**src/rtl/bcd_display_counter_n_if.sv**
```systemverilog
// ---------------------------------------------------------------------------
// bcd_display_counter_n_if
//   Bundles the control, count and display signals of bcd_display_counter_n.
//   slave  : the counter/display block itself
//   master : whatever drives the controls and consumes count/seg/an
//
//   en        count enable (0 freezes prescaler and count)
//   up_dn     direction, 1 = up, 0 = down
//   clr       synchronous clear of count and prescaler
//   load      synchronous parallel load of load_val
//   load_val  BCD load value, digit 0 in [3:0]
//   count     current BCD count, digit 0 least significant
//   wrap      one-cycle pulse on overflow/underflow
//   seg       segments a..g, active-low, seg[0] = a
//   an        anodes, active-low one-hot, an[0] = rightmost digit
// ---------------------------------------------------------------------------
interface bcd_display_counter_n_if #(
    parameter int NUM_DIGITS = 4
);
    logic                      en;
    logic                      up_dn;
    logic                      clr;
    logic                      load;
    logic [4*NUM_DIGITS-1:0]   load_val;
    logic [4*NUM_DIGITS-1:0]   count;
    logic                      wrap;
    logic [0:6]                seg;
    logic [NUM_DIGITS-1:0]     an;

    modport master (
        output en, up_dn, clr, load, load_val,
        input  count, wrap, seg, an
    );

    modport slave (
        input  en, up_dn, clr, load, load_val,
        output count, wrap, seg, an
    );
endinterface

```
**src/rtl/bcd_display_counter_n.sv**
```systemverilog
// ---------------------------------------------------------------------------
// bcd_display_counter_n
//   N-digit up/down BCD counter with a multiplexed, active-low 7-segment
//   display driver and optional leading-zero blanking.
//
//   clk     system clock, rising edge
//   rst     asynchronous active-high reset
//   if_bus  bcd_display_counter_n_if.slave:
//             en, up_dn, clr, load, load_val  -> controls
//             count, wrap, seg, an            <- count and display pins
//
//   A prescaler produces one count step every TICK_DIV enabled cycles.
//   Each digit is a bcd_digit_cell; the carry/borrow chain between cells is
//   built combinationally so the whole count updates on one edge.
//   A free-running scan divider rotates the displayed digit every
//   2^SCAN_DIV_BITS cycles; an/seg are registered one cycle behind.
// ---------------------------------------------------------------------------

// ---------------------------------------------------------------------------
// bcd_digit_cell
//   One BCD digit with clear, saturating load and step up/down.
//
//   i_clr       clear to 0 (highest priority)
//   i_load      load i_load_val, nibbles above 9 saturate to 9
//   i_load_val  load nibble
//   i_step      advance this digit by one in direction i_up
//   i_up        1 = increment, 0 = decrement
//   o_digit     current digit value
//   o_is9       digit is 9 (carry condition when counting up)
//   o_is0       digit is 0 (borrow condition down, leading-zero detect)
// ---------------------------------------------------------------------------
module bcd_digit_cell (
    input  logic       clk,
    input  logic       rst,
    input  logic       i_clr,
    input  logic       i_load,
    input  logic [3:0] i_load_val,
    input  logic       i_step,
    input  logic       i_up,
    output logic [3:0] o_digit,
    output logic       o_is9,
    output logic       o_is0
);
    logic [3:0] r_digit;
    logic [3:0] w_load_sat;

    assign w_load_sat = (i_load_val > 4'd9) ? 4'd9 : i_load_val;

    always_ff @(posedge clk or posedge rst) begin
        if (rst) begin
            r_digit <= 4'd0;
        end else if (i_clr) begin
            r_digit <= 4'd0;
        end else if (i_load) begin
            r_digit <= w_load_sat;
        end else if (i_step) begin
            if (i_up)
                r_digit <= (r_digit >= 4'd9) ? 4'd0 : r_digit + 4'd1;
            else
                r_digit <= (r_digit == 4'd0) ? 4'd9 : r_digit - 4'd1;
        end
    end

    assign o_digit = r_digit;
    assign o_is9   = (r_digit == 4'd9);
    assign o_is0   = (r_digit == 4'd0);
endmodule

module bcd_display_counter_n #(
    parameter int NUM_DIGITS    = 4,
    parameter int TICK_DIV      = 100_000_000,
    parameter int SCAN_DIV_BITS = 18,
    parameter int BLANK_LZ      = 1
) (
    input  logic                    clk,
    input  logic                    rst,
    bcd_display_counter_n_if.slave  if_bus
);
    localparam int PRE_W = (TICK_DIV > 2) ? $clog2(TICK_DIV) : 1;
    localparam int IDX_W = (NUM_DIGITS > 1) ? $clog2(NUM_DIGITS) : 1;

    localparam logic [PRE_W-1:0] PRE_LAST = PRE_W'(TICK_DIV - 1);
    localparam logic [IDX_W-1:0] IDX_LAST = IDX_W'(NUM_DIGITS - 1);

    // -----------------------------------------------------------------------
    // Seven-segment decode, active-low, bit 0 = segment a
    // -----------------------------------------------------------------------
    function automatic logic [0:6] f_seg(input logic [3:0] d);
        logic [0:6] s;
        case (d)
            4'd0:    s = 7'b0000001;
            4'd1:    s = 7'b1001111;
            4'd2:    s = 7'b0010010;
            4'd3:    s = 7'b0000110;
            4'd4:    s = 7'b1001100;
            4'd5:    s = 7'b0100100;
            4'd6:    s = 7'b0100000;
            4'd7:    s = 7'b0001111;
            4'd8:    s = 7'b0000000;
            4'd9:    s = 7'b0000100;
            default: s = 7'b0000001;
        endcase
        return s;
    endfunction

    // -----------------------------------------------------------------------
    // Prescaler
    // -----------------------------------------------------------------------
    logic [PRE_W-1:0] r_presc;
    logic             w_presc_tc;
    logic             w_tick;

    assign w_presc_tc = (r_presc == PRE_LAST);
    // clr/load take the cycle over: no count step and no wrap
    assign w_tick = if_bus.en & w_presc_tc & ~if_bus.clr & ~if_bus.load;

    always_ff @(posedge clk or posedge rst) begin
        if (rst) begin
            r_presc <= '0;
        end else if (if_bus.clr || if_bus.load) begin
            r_presc <= '0;
        end else if (if_bus.en) begin
            r_presc <= w_presc_tc ? '0 : r_presc + 1'b1;
        end
    end

    // -----------------------------------------------------------------------
    // Digit array with carry/borrow chain
    //   w_step[i] : digit i moves this cycle
    //   a digit passes the step on when it is at its rollover value
    //   (9 going up, 0 going down); w_step[NUM_DIGITS] is the wrap
    // -----------------------------------------------------------------------
    logic [NUM_DIGITS-1:0][3:0] w_digit;
    logic [NUM_DIGITS-1:0]      w_is9;
    logic [NUM_DIGITS-1:0]      w_is0;
    logic [NUM_DIGITS:0]        w_step;
    logic [NUM_DIGITS-1:0]      w_lz;

    assign w_step[0] = w_tick;

    genvar gi;
    generate
        for (gi = 0; gi < NUM_DIGITS; gi++) begin : g_digit
            bcd_digit_cell u_cell (
                .clk        (clk),
                .rst        (rst),
                .i_clr      (if_bus.clr),
                .i_load     (if_bus.load),
                .i_load_val (if_bus.load_val[4*gi +: 4]),
                .i_step     (w_step[gi]),
                .i_up       (if_bus.up_dn),
                .o_digit    (w_digit[gi]),
                .o_is9      (w_is9[gi]),
                .o_is0      (w_is0[gi])
            );

            assign w_step[gi+1] = w_step[gi] & (if_bus.up_dn ? w_is9[gi] : w_is0[gi]);

            // w_lz[i]: digits i..NUM_DIGITS-1 are all zero
            if (gi == NUM_DIGITS - 1) begin : g_lz_top
                assign w_lz[gi] = w_is0[gi];
            end else begin : g_lz_mid
                assign w_lz[gi] = w_is0[gi] & w_lz[gi+1];
            end
        end
    endgenerate

    assign if_bus.count = w_digit;

    // wrap is registered so it is seen in the cycle after the rollover edge
    logic r_wrap;

    always_ff @(posedge clk or posedge rst) begin
        if (rst) r_wrap <= 1'b0;
        else     r_wrap <= w_step[NUM_DIGITS];
    end

    assign if_bus.wrap = r_wrap;

    // -----------------------------------------------------------------------
    // Scan divider and digit index (free-running, ignores en/clr/load)
    // -----------------------------------------------------------------------
    logic [SCAN_DIV_BITS-1:0] r_scan;
    logic [IDX_W-1:0]         r_idx;

    always_ff @(posedge clk or posedge rst) begin
        if (rst) begin
            r_scan <= '0;
            r_idx  <= '0;
        end else begin
            r_scan <= r_scan + 1'b1;
            // with one digit IDX_LAST is 0, so the index stays at 0
            if (&r_scan)
                r_idx <= (r_idx == IDX_LAST) ? '0 : r_idx + 1'b1;
        end
    end

    // -----------------------------------------------------------------------
    // Display registers
    //   a digit above 0 is blanked when it and everything above it is zero,
    //   so digit 0 always shows something
    // -----------------------------------------------------------------------
    logic             w_blank;
    logic [3:0]       w_cur;
    logic [0:6]       r_seg;
    logic [NUM_DIGITS-1:0] r_an;

    assign w_cur   = w_digit[r_idx];
    assign w_blank = (BLANK_LZ != 0) && (r_idx != '0) && w_lz[r_idx];

    always_ff @(posedge clk or posedge rst) begin
        if (rst) begin
            r_an  <= '1;
            r_seg <= 7'b1111111;
        end else if (w_blank) begin
            r_an  <= '1;
            r_seg <= 7'b1111111;
        end else begin
            r_an  <= ~(NUM_DIGITS'(1) << r_idx);
            r_seg <= f_seg(w_cur);
        end
    end

    assign if_bus.an  = r_an;
    assign if_bus.seg = r_seg;
endmodule

```
**src/flat_wrapper.sv**
```systemverilog
// flat-port wrapper written by rule: the top's interface ports become plain ports
module bcd_display_counter_n_flat 
#(
    parameter int NUM_DIGITS    = 4,
    parameter int TICK_DIV      = 100_000_000,
    parameter int SCAN_DIV_BITS = 18,
    parameter int BLANK_LZ      = 1
)
  (clk, rst, if_bus_en, if_bus_up_dn, if_bus_clr, if_bus_load, if_bus_load_val, if_bus_count, if_bus_wrap, if_bus_seg, if_bus_an);
  bcd_display_counter_n_if #(.NUM_DIGITS(NUM_DIGITS)) if_bus_i ();
  input  logic clk;
  input  logic rst;
  input wire logic [$bits(if_bus_i.en)-1:0] if_bus_en;
  input wire logic [$bits(if_bus_i.up_dn)-1:0] if_bus_up_dn;
  input wire logic [$bits(if_bus_i.clr)-1:0] if_bus_clr;
  input wire logic [$bits(if_bus_i.load)-1:0] if_bus_load;
  input wire logic [$bits(if_bus_i.load_val)-1:0] if_bus_load_val;
  output wire logic [$bits(if_bus_i.count)-1:0] if_bus_count;
  output wire logic [$bits(if_bus_i.wrap)-1:0] if_bus_wrap;
  output wire logic [$bits(if_bus_i.seg)-1:0] if_bus_seg;
  output wire logic [$bits(if_bus_i.an)-1:0] if_bus_an;
  assign if_bus_i.en = if_bus_en;
  assign if_bus_i.up_dn = if_bus_up_dn;
  assign if_bus_i.clr = if_bus_clr;
  assign if_bus_i.load = if_bus_load;
  assign if_bus_i.load_val = if_bus_load_val;
  assign if_bus_count = if_bus_i.count;
  assign if_bus_wrap = if_bus_i.wrap;
  assign if_bus_seg = if_bus_i.seg;
  assign if_bus_an = if_bus_i.an;
  bcd_display_counter_n #(.NUM_DIGITS(NUM_DIGITS), .TICK_DIV(TICK_DIV), .SCAN_DIV_BITS(SCAN_DIV_BITS), .BLANK_LZ(BLANK_LZ)) u_core (.clk(clk), .rst(rst), .if_bus(if_bus_i));
endmodule
```
**config.mk**
```make
export PLATFORM = sky130hd
export DESIGN_NAME = bcd_display_counter_n_flat
export DESIGN_NICKNAME = d
export VERILOG_FILES = /design/src/rtl/bcd_display_counter_n_if.sv /design/src/rtl/bcd_display_counter_n.sv /design/src/flat_wrapper.sv
export SDC_FILE = /design/constraint.sdc
export NUM_CORES = 1
export LEC_CHECK = 0
export CAP_MARGIN = 0
export CORE_MARGIN = 2
export CORE_UTILIZATION = 37
export DETAILED_ROUTE_END_ITERATION = 8
export GPL_ROUTABILITY_DRIVEN = 0
export PLACE_DENSITY = 0.55
export SLEW_MARGIN = 20
export SYNTH_ARGS = -nofsm -noshare
export SYNTH_HDL_FRONTEND = slang
export SYNTH_SLANG_ARGS = --single-unit
```
**constraint.sdc**
```tcl
create_clock -name clk -period 2.3 [get_ports clk]
set_input_delay 0.46 -clock clk [delete_from_list [all_inputs] [get_ports clk]]
set_output_delay 0.46 -clock clk [all_outputs]
set_load 0.05 [all_outputs]
```
* Yosys cells after proc, flatten, opt, wreduce, memory -nomap -nowiden
Memories as Yosys holds them, arrays and structs flattened.
Index checks and enable logic that the tools add are counted.
** Word-level totals
- Flip-flop bits (word level) :: 75
- Memories :: 1
- Word-level logic and storage cells :: 106
- ROM bits :: 112
- Bits of input ports :: 22
** Memories
- (no name shown) :: words 16, width 7, rd ports 1, clocked after Yosys merged registers in 0, wr ports 0, line bcd_display_counter_n.sv:90 : case (d)
** Operators by class
- Mux-type cells :: 42
- Reductions and logical operators :: 13
- Add/subtract/negate cells :: 11
- Shifts and indexed selects :: 1
- Order comparisons :: 9
- Eq/ne operators :: 6
- Bitwise gates (word level) :: 13
** Operators by type and width (count)
- two-way mux 4 bit :: 30
- two-way mux 27 bit :: 3
- adder 27 x 1 -> 27 bit, second input constant :: 1
- equality test 27 bit, second input constant :: 1
- adder 18 x 1 -> 18 bit, second input constant :: 1
- AND reduction 18 bit :: 1
- adder 4 x 1 -> 4 bit, second input constant :: 4
- equality test 4 bit, second input constant :: 4
- >= comparator 4 bit, second input constant :: 4
- greater-than comparator 4 bit, second input constant :: 4
- logical NOT 4 bit :: 4
- subtractor 4 x 1 -> 4 bit, second input constant :: 4
- nonzero test 3 bit :: 4
- AND 1 bit :: 10
- binary-select mux 4 bit (select 2 bit) :: 1
- two-way mux 7 bit :: 1
- two-way mux 1 bit :: 5
- NOT 4 bit :: 1
- nonzero test 2 bit :: 2
- left shift 1 x 2 -> 4 bit, first input constant :: 1
- less-than comparator 2 x 3 -> 1 bit, second input constant :: 1
- adder 2 x 1 -> 2 bit, second input constant :: 1
- binary-select mux 1 bit (select 2 bit) :: 1
- equality test 2 bit, second input constant :: 1
- 4 further kinds :: 5

* Depth between registers and ports, before layout
- Word-level depth :: 10
- Depth in mapped cells :: 9
- Depth with buffers taken out :: 7

* By module
Synthesis repeated with hierarchy kept, for this count alone.
** Second synthesis, totals
- Cell total of the unflattened synthesis :: 535
- Area total of the unflattened synthesis :: 4959.8 µm²
** Modules (own cells, without submodules)
- bcd_display_counter_n :: instances 1, sequential area each 1490.2 µm², cells an instance 331, area each 3228.1 µm²
- bcd_digit_cell :: instances 4, sequential area each 100.1 µm², cells an instance 51, area each 432.9 µm²

* Worst setup path after synthesis
OpenSTA, ideal clock, no wires.
- Path type :: reg2reg
- Start point :: reg u_core.g_digit[1].u_cell.r_digit[0]
- End point :: reg u_core.g_digit[2].u_cell.r_digit[2]
- Stages on the path, launching flop included :: 8
- Arrival :: 2460 ps
- Required time :: 2230 ps
- Buffers on the path :: 0
- Library setup time :: 70 ps
- Slack :: -230 ps
- Cell sequence :: dfrtp_1 -> inv_1 -> ha_1 -> or3b_1 -> a221oi_4 -> nand4_4 -> or4_1 -> nand3_1
** Between the ends
- Longest elaborated chain between the ends :: 4
- Elaborated cells on any way between the ends :: 5
- Classes of those cells :: 1 x eq/ne; 1 x mux; 1 x bitwise; 2 x reduce/logical
** RTL lines
- from (decl) :: line bcd_display_counter_n.sv:44 : logic [3:0] r_digit;
- from (signal assigned) :: line bcd_display_counter_n.sv:55 : r_digit <= w_load_sat;
- from (signal assigned) :: line bcd_display_counter_n.sv:58 : r_digit <= (r_digit >= 4'd9) ? 4'd0 : r_digit + 4'd1;
- from (signal assigned) :: line bcd_display_counter_n.sv:60 : r_digit <= (r_digit == 4'd0) ? 4'd9 : r_digit - 4'd1;
- equality test 4 bit or logical NOT 4 bit (tied branches) :: line bcd_display_counter_n.sv:65, bcd_display_counter_n.sv:66
- two-way mux 1 bit * :: line bcd_display_counter_n.sv:157 : assign w_step[gi+1] = w_step[gi] & (if_bus.up_dn ? w_is9[gi] : w_is0[gi]);
- AND 1 bit * :: line bcd_display_counter_n.sv:157
- nonzero test 3 bit (no line) *
- to (signal assigned) :: line bcd_display_counter_n.sv:55
- to (signal assigned) :: line bcd_display_counter_n.sv:58
- to (signal assigned) :: line bcd_display_counter_n.sv:60
- to (decl) :: line bcd_display_counter_n.sv:44
Every way passes the cells marked *; elsewhere a longest branch is shown, timed or not.
A chain may end at the register's enable or synchronous reset.

* Worst setup path after layout
- Start point :: reg u_core.g_digit[3].u_cell.r_digit[3]
- End point :: out if_bus_count[15]
** RTL lines
- from (decl) :: line bcd_display_counter_n.sv:44
- from (signal assigned) :: line bcd_display_counter_n.sv:55
- from (signal assigned) :: line bcd_display_counter_n.sv:58
- from (signal assigned) :: line bcd_display_counter_n.sv:60
- to (decl) :: line flat_wrapper.sv:18 : output wire logic [$bits(if_bus_i.count)-1:0] if_bus_count;
No word-level cell between the ends.

==> metrics.log <==
[metrics] Slew headroom: 0.654
[metrics] H-tree Lvls: 3
[metrics] maximum clock skew at final layout: 8.10 ps
[metrics] Critical Path Slowest Stage Cell: sky130_fd_sc_hd__clkdlybuf4s50_1
[metrics] WS Path Type: register to primary output
[metrics] Total Routed Length: 13100 um
[metrics] flip-flop and latch count after synthesis: 75
[metrics] count of port buffers added during placement: 49
[metrics] fin crit period: 2240 ps
[metrics] Setup violations, final: 0
[metrics] mean cell area of the mapped netlist: just over 9 um2
[metrics] Maximum Capacitance Violations: 0
[metrics] hold-fix buffer count after cts: 0
[metrics] Post-layout nets: around 670
[metrics] Hold Path Origin: u_core.r_scan[11]
[metrics] maximum number of pins on one net before global-route repair: 76
[metrics] type of origin of the critical path: register
[metrics] Critical Path, Cell by Cell: clkdlybuf4s50_1
[metrics] highest net fanout along the worst path: 10
[metrics] outcome: complete, no violations
[metrics] clock latency on the worst-skew pair: 340 ps
[metrics] crit path capture type: primary output
[metrics] placed insts: between 700 and 800
[metrics] worst path bufs/invs: 1
[metrics] vias per inst: about 5.5
[metrics] Setup crit start: u_core.g_digit[3].u_cell.o_digit[3]
[metrics] Clk Tree Root Cell: sky130_fd_sc_hd__clkbuf_16
[metrics] total I/O pin count: 50
[metrics] Non-Filler Instances: 807
[metrics] final slew viol count: 0
[metrics] Std-Cell Core Area: ~0.013 mm2
[metrics] top cell type by total area after synthesis: sky130_fd_sc_hd__dfrtp_1
[metrics] overall power of the completed layout: 3.59 mW
[metrics] unrepaired setup endpoints after global routing: no
[metrics] category of cells accounting for the largest share of critical-path delay: buffers and inverters
[metrics] antenna viol nets, final: 0
[metrics] die extent in x: 120 um
[metrics] starting density of the core: 0.377
[metrics] first-pass GRT wire length: 22100 um
[metrics] Final Hold Slack: approximately 470 ps
[metrics] Cell Area, Synth: between 0.004 and 0.005 mm2
[metrics] via count: between 4000 and 5000
[metrics] area of the multi-input gates: 0.00285 mm2
[metrics] clock tree from TritonCTS: yes
[metrics] worst r2r path cells: 7
[metrics] count of mapped cells out of synthesis: approximately 540
[metrics] TritonRoute pass-1 iters: 5
[metrics] reg-to-reg startpoint: u_core.g_digit[1].u_cell.o_digit[0]
[metrics] power per standard cell area: 571 mW/mm2
[metrics] hpwl dp: 9560 um
[metrics] slowest stage delay, CP: 870 ps
[metrics] number of global-route vias before repair: 4371
[metrics] Sink Count: 75
[metrics] number of warning messages in the yosys log: 0
[metrics] Final TNS setup: 0 ps
[metrics] post-route cell area: ~0.0063 mm2
[metrics] number of gates on the worst path with buffers counted: 1
[metrics] post-CTS clock slew at the launch and capture registers of the worst setup and hold paths: 60 ps
[metrics] post-placement cell area: 0.00596 mm2
[metrics] top cell type's share of synthesized area: 0.323
[metrics] top flip-flop cell by instance count after synthesis: sky130_fd_sc_hd__dfrtp_1
[metrics] Seq/Total Area, Yosys: 0.382
[metrics] f_max: 447 MHz
[metrics] # fillers: 1240
[metrics] Congestion Overflow GR: 0
[metrics] hold-critical path endpoint: u_core.r_scan[11]
[metrics] Overall Global Routing Usage: 0.193
[metrics] total die area: 0.0143 mm2
[metrics] drt wl/cell: 16.2 um
[metrics] drt first-iter violations: between 200 and 300
[metrics] end of the worst register-to-register path: u_core.g_digit[2].u_cell.o_digit[2]
[metrics] data arrival time of the critical path: 1780 ps
[metrics] final count of hold timing violations: 0
[metrics] Die Height: between 100 and 150 um
[metrics] leading cell types by total area after synthesis: sky130_fd_sc_hd__dfrtp_1 (32%), sky130_fd_sc_hd__ha_1 (6.6%), sky130_fd_sc_hd__dfstp_2 (5.8%), sky130_fd_sc_hd__nand2_1 (3.5%), sky130_fd_sc_hd__nor2_1 (3.4%)
[metrics] CTS buffer count: 9
[metrics] signed area change from the synthesized netlist to the final layout: 27.1%
[metrics] share of post-route cells with drive strength above 1: 0.192
[metrics] hold depth: 1
[metrics] leak pwr: 2.67 nW
[metrics] ratio of final minimum period to clock period: 0.972
[metrics] register-to-register path setup slack: 80 ps
[metrics] count of unresolved DRC violations after routing: 0
[metrics] antenna cell count: 0
[metrics] number of nets produced by synthesis: 592
[metrics] standard-cell row count: 42
[metrics] unique cell type count in the Yosys netlist: 73
[metrics] HP Class: register to register
[metrics] Crit path required time: between 1500 and 2000 ps
[metrics] worst-case clock buffer depth: 2
[metrics] area of all sequential standard cells: ~0.0019 mm2
[metrics] transition time at the pin with the least slew margin: around 520 ps
[metrics] number of enable-type register cells in the synthesized netlist: 0
[metrics] FFs w/ async S/R, synth: 1.00
[metrics] Peak VDD IR: 0.364 mV
[metrics] number of antenna violations at the first check in global routing: 0
==> worst max path at each step <==
stage                                          end  slack, ps
2_1_floorplan  u_core.g_digit[2].u_cell.o_digit[2]        -30
4_1_cts                           if_bus_count[14]         30
3_3_place_gp   u_core.g_digit[2].u_cell.o_digit[2]       -250
3_5_place_dp   u_core.g_digit[2].u_cell.o_digit[2]       -280
6_report                          if_bus_count[15]         60
5_1_grt        u_core.g_digit[2].u_cell.o_digit[2]          8
==> cells by family after synthesis <==
group,count (synthesis),synth area share
flip-flops,75,0.382
adder cells (fa/ha/maj),26,0.0657
AND/OR/NAND/NOR,216,0.245
XOR/XNOR,27,0.0478
buffers and inverters,60,0.0493
AO/OA/AOI/OAI,128,0.173
multiplexers,12,0.0376
==> repair_timing <==
action	in CTS	in global routing
resized for setup	0	10
setup endpoints to repair	0	10
buffers inserted	0	1
endpoints found under the hold margin	0	0
==> cell type report <==
cell class / instances / share of cell area
clock buffers: 10 / 0.0380
clock inverters: 6 / 0.00776
inverters: 31 / 0.0191
multi-input cells: 409 / 0.453
flip-flops and latches: 75 / 0.302
well taps: 176 / 0.0350
repair buffers: 100 / 0.146
==> sequential cells by signal (all words and copies together) (netlist names) <==
name,cells
u_core.r_presc,27
u_core.r_scan,18
u_core.g_digit.u_cell.o_digit,16
u_core.if_bus.seg,7
u_core.if_bus.an,4
u_core.r_idx,2
u_core.if_bus.wrap,1
==> power breakdown <==
group / internal (mW) / leakage (nW) / switching, mW
Sequential: 1.38 / 0.974 / 0.0330
Clock: 0.769 / 0.143 / 0.589
Combinational: 0.333 / 1.55 / 0.495
==> routing by layer <==
layer	vias to the layer above	global-route usage	wire, um
met2	124	0.320	6130
met5	-	0	0
met4	0	0.0809	386
li1	2149	-	-
met1	2131	0.249	6030
met3	26	0.0314	530
==> Yosys cell counts, drive strengths merged, types with 6 or more instances <==
library cell / instances
dfrtp: 64
nand2: 46
nor2: 45
o21ai: 32
inv: 30
a21oi: 27
ha: 26
nand3: 20
clkbuf: 19
nor3: 18
nand4: 17
a31oi: 16
xnor2: 16
and3: 11
dfstp: 11
xor2: 11
buf: 10
and4: 8
nand2b: 8
nor3b: 7
o21a: 6
==> per-stage QoR <==
stage / util / setup slack [ps]
after floorplan: - / -28.4
after global placement: 0.454 / -252
after detailed placement: 0.454 / -277
after CTS: 0.476 / 27.5
after global routing: 0.479 / 7.71
final: 0.479 / 64.8
==> cells in the final DEF, fill, tap and decap left out, drive strengths merged, types with 4 or more instances in the layout <==
| cell | count |
|---|---|
| a211oi | 5 |
| a21oi | 27 |
| a31oi | 16 |
| and3 | 11 |
| and4 | 8 |
| buf | 52 |
| clkbuf | 10 |
| clkdlybuf4s50 | 46 |
| clkinv | 6 |
| dfrtp | 64 |
| dfstp | 11 |
| ha | 26 |
| inv | 30 |
| mux2i | 4 |
| mux4 | 5 |
| nand2 | 46 |
| nand2b | 8 |
| nand3 | 20 |
| nand4 | 17 |
| nand4b | 4 |
| nor2 | 45 |
| nor2b | 4 |
| nor3 | 18 |
| nor3b | 7 |
| nor4 | 4 |
| o21a | 6 |
| o21ai | 32 |
| o311ai | 4 |
| o31ai | 4 |
| or3b | 5 |
| xnor2 | 16 |
| xor2 | 11 |
Power figures use the tool's default switching activity.
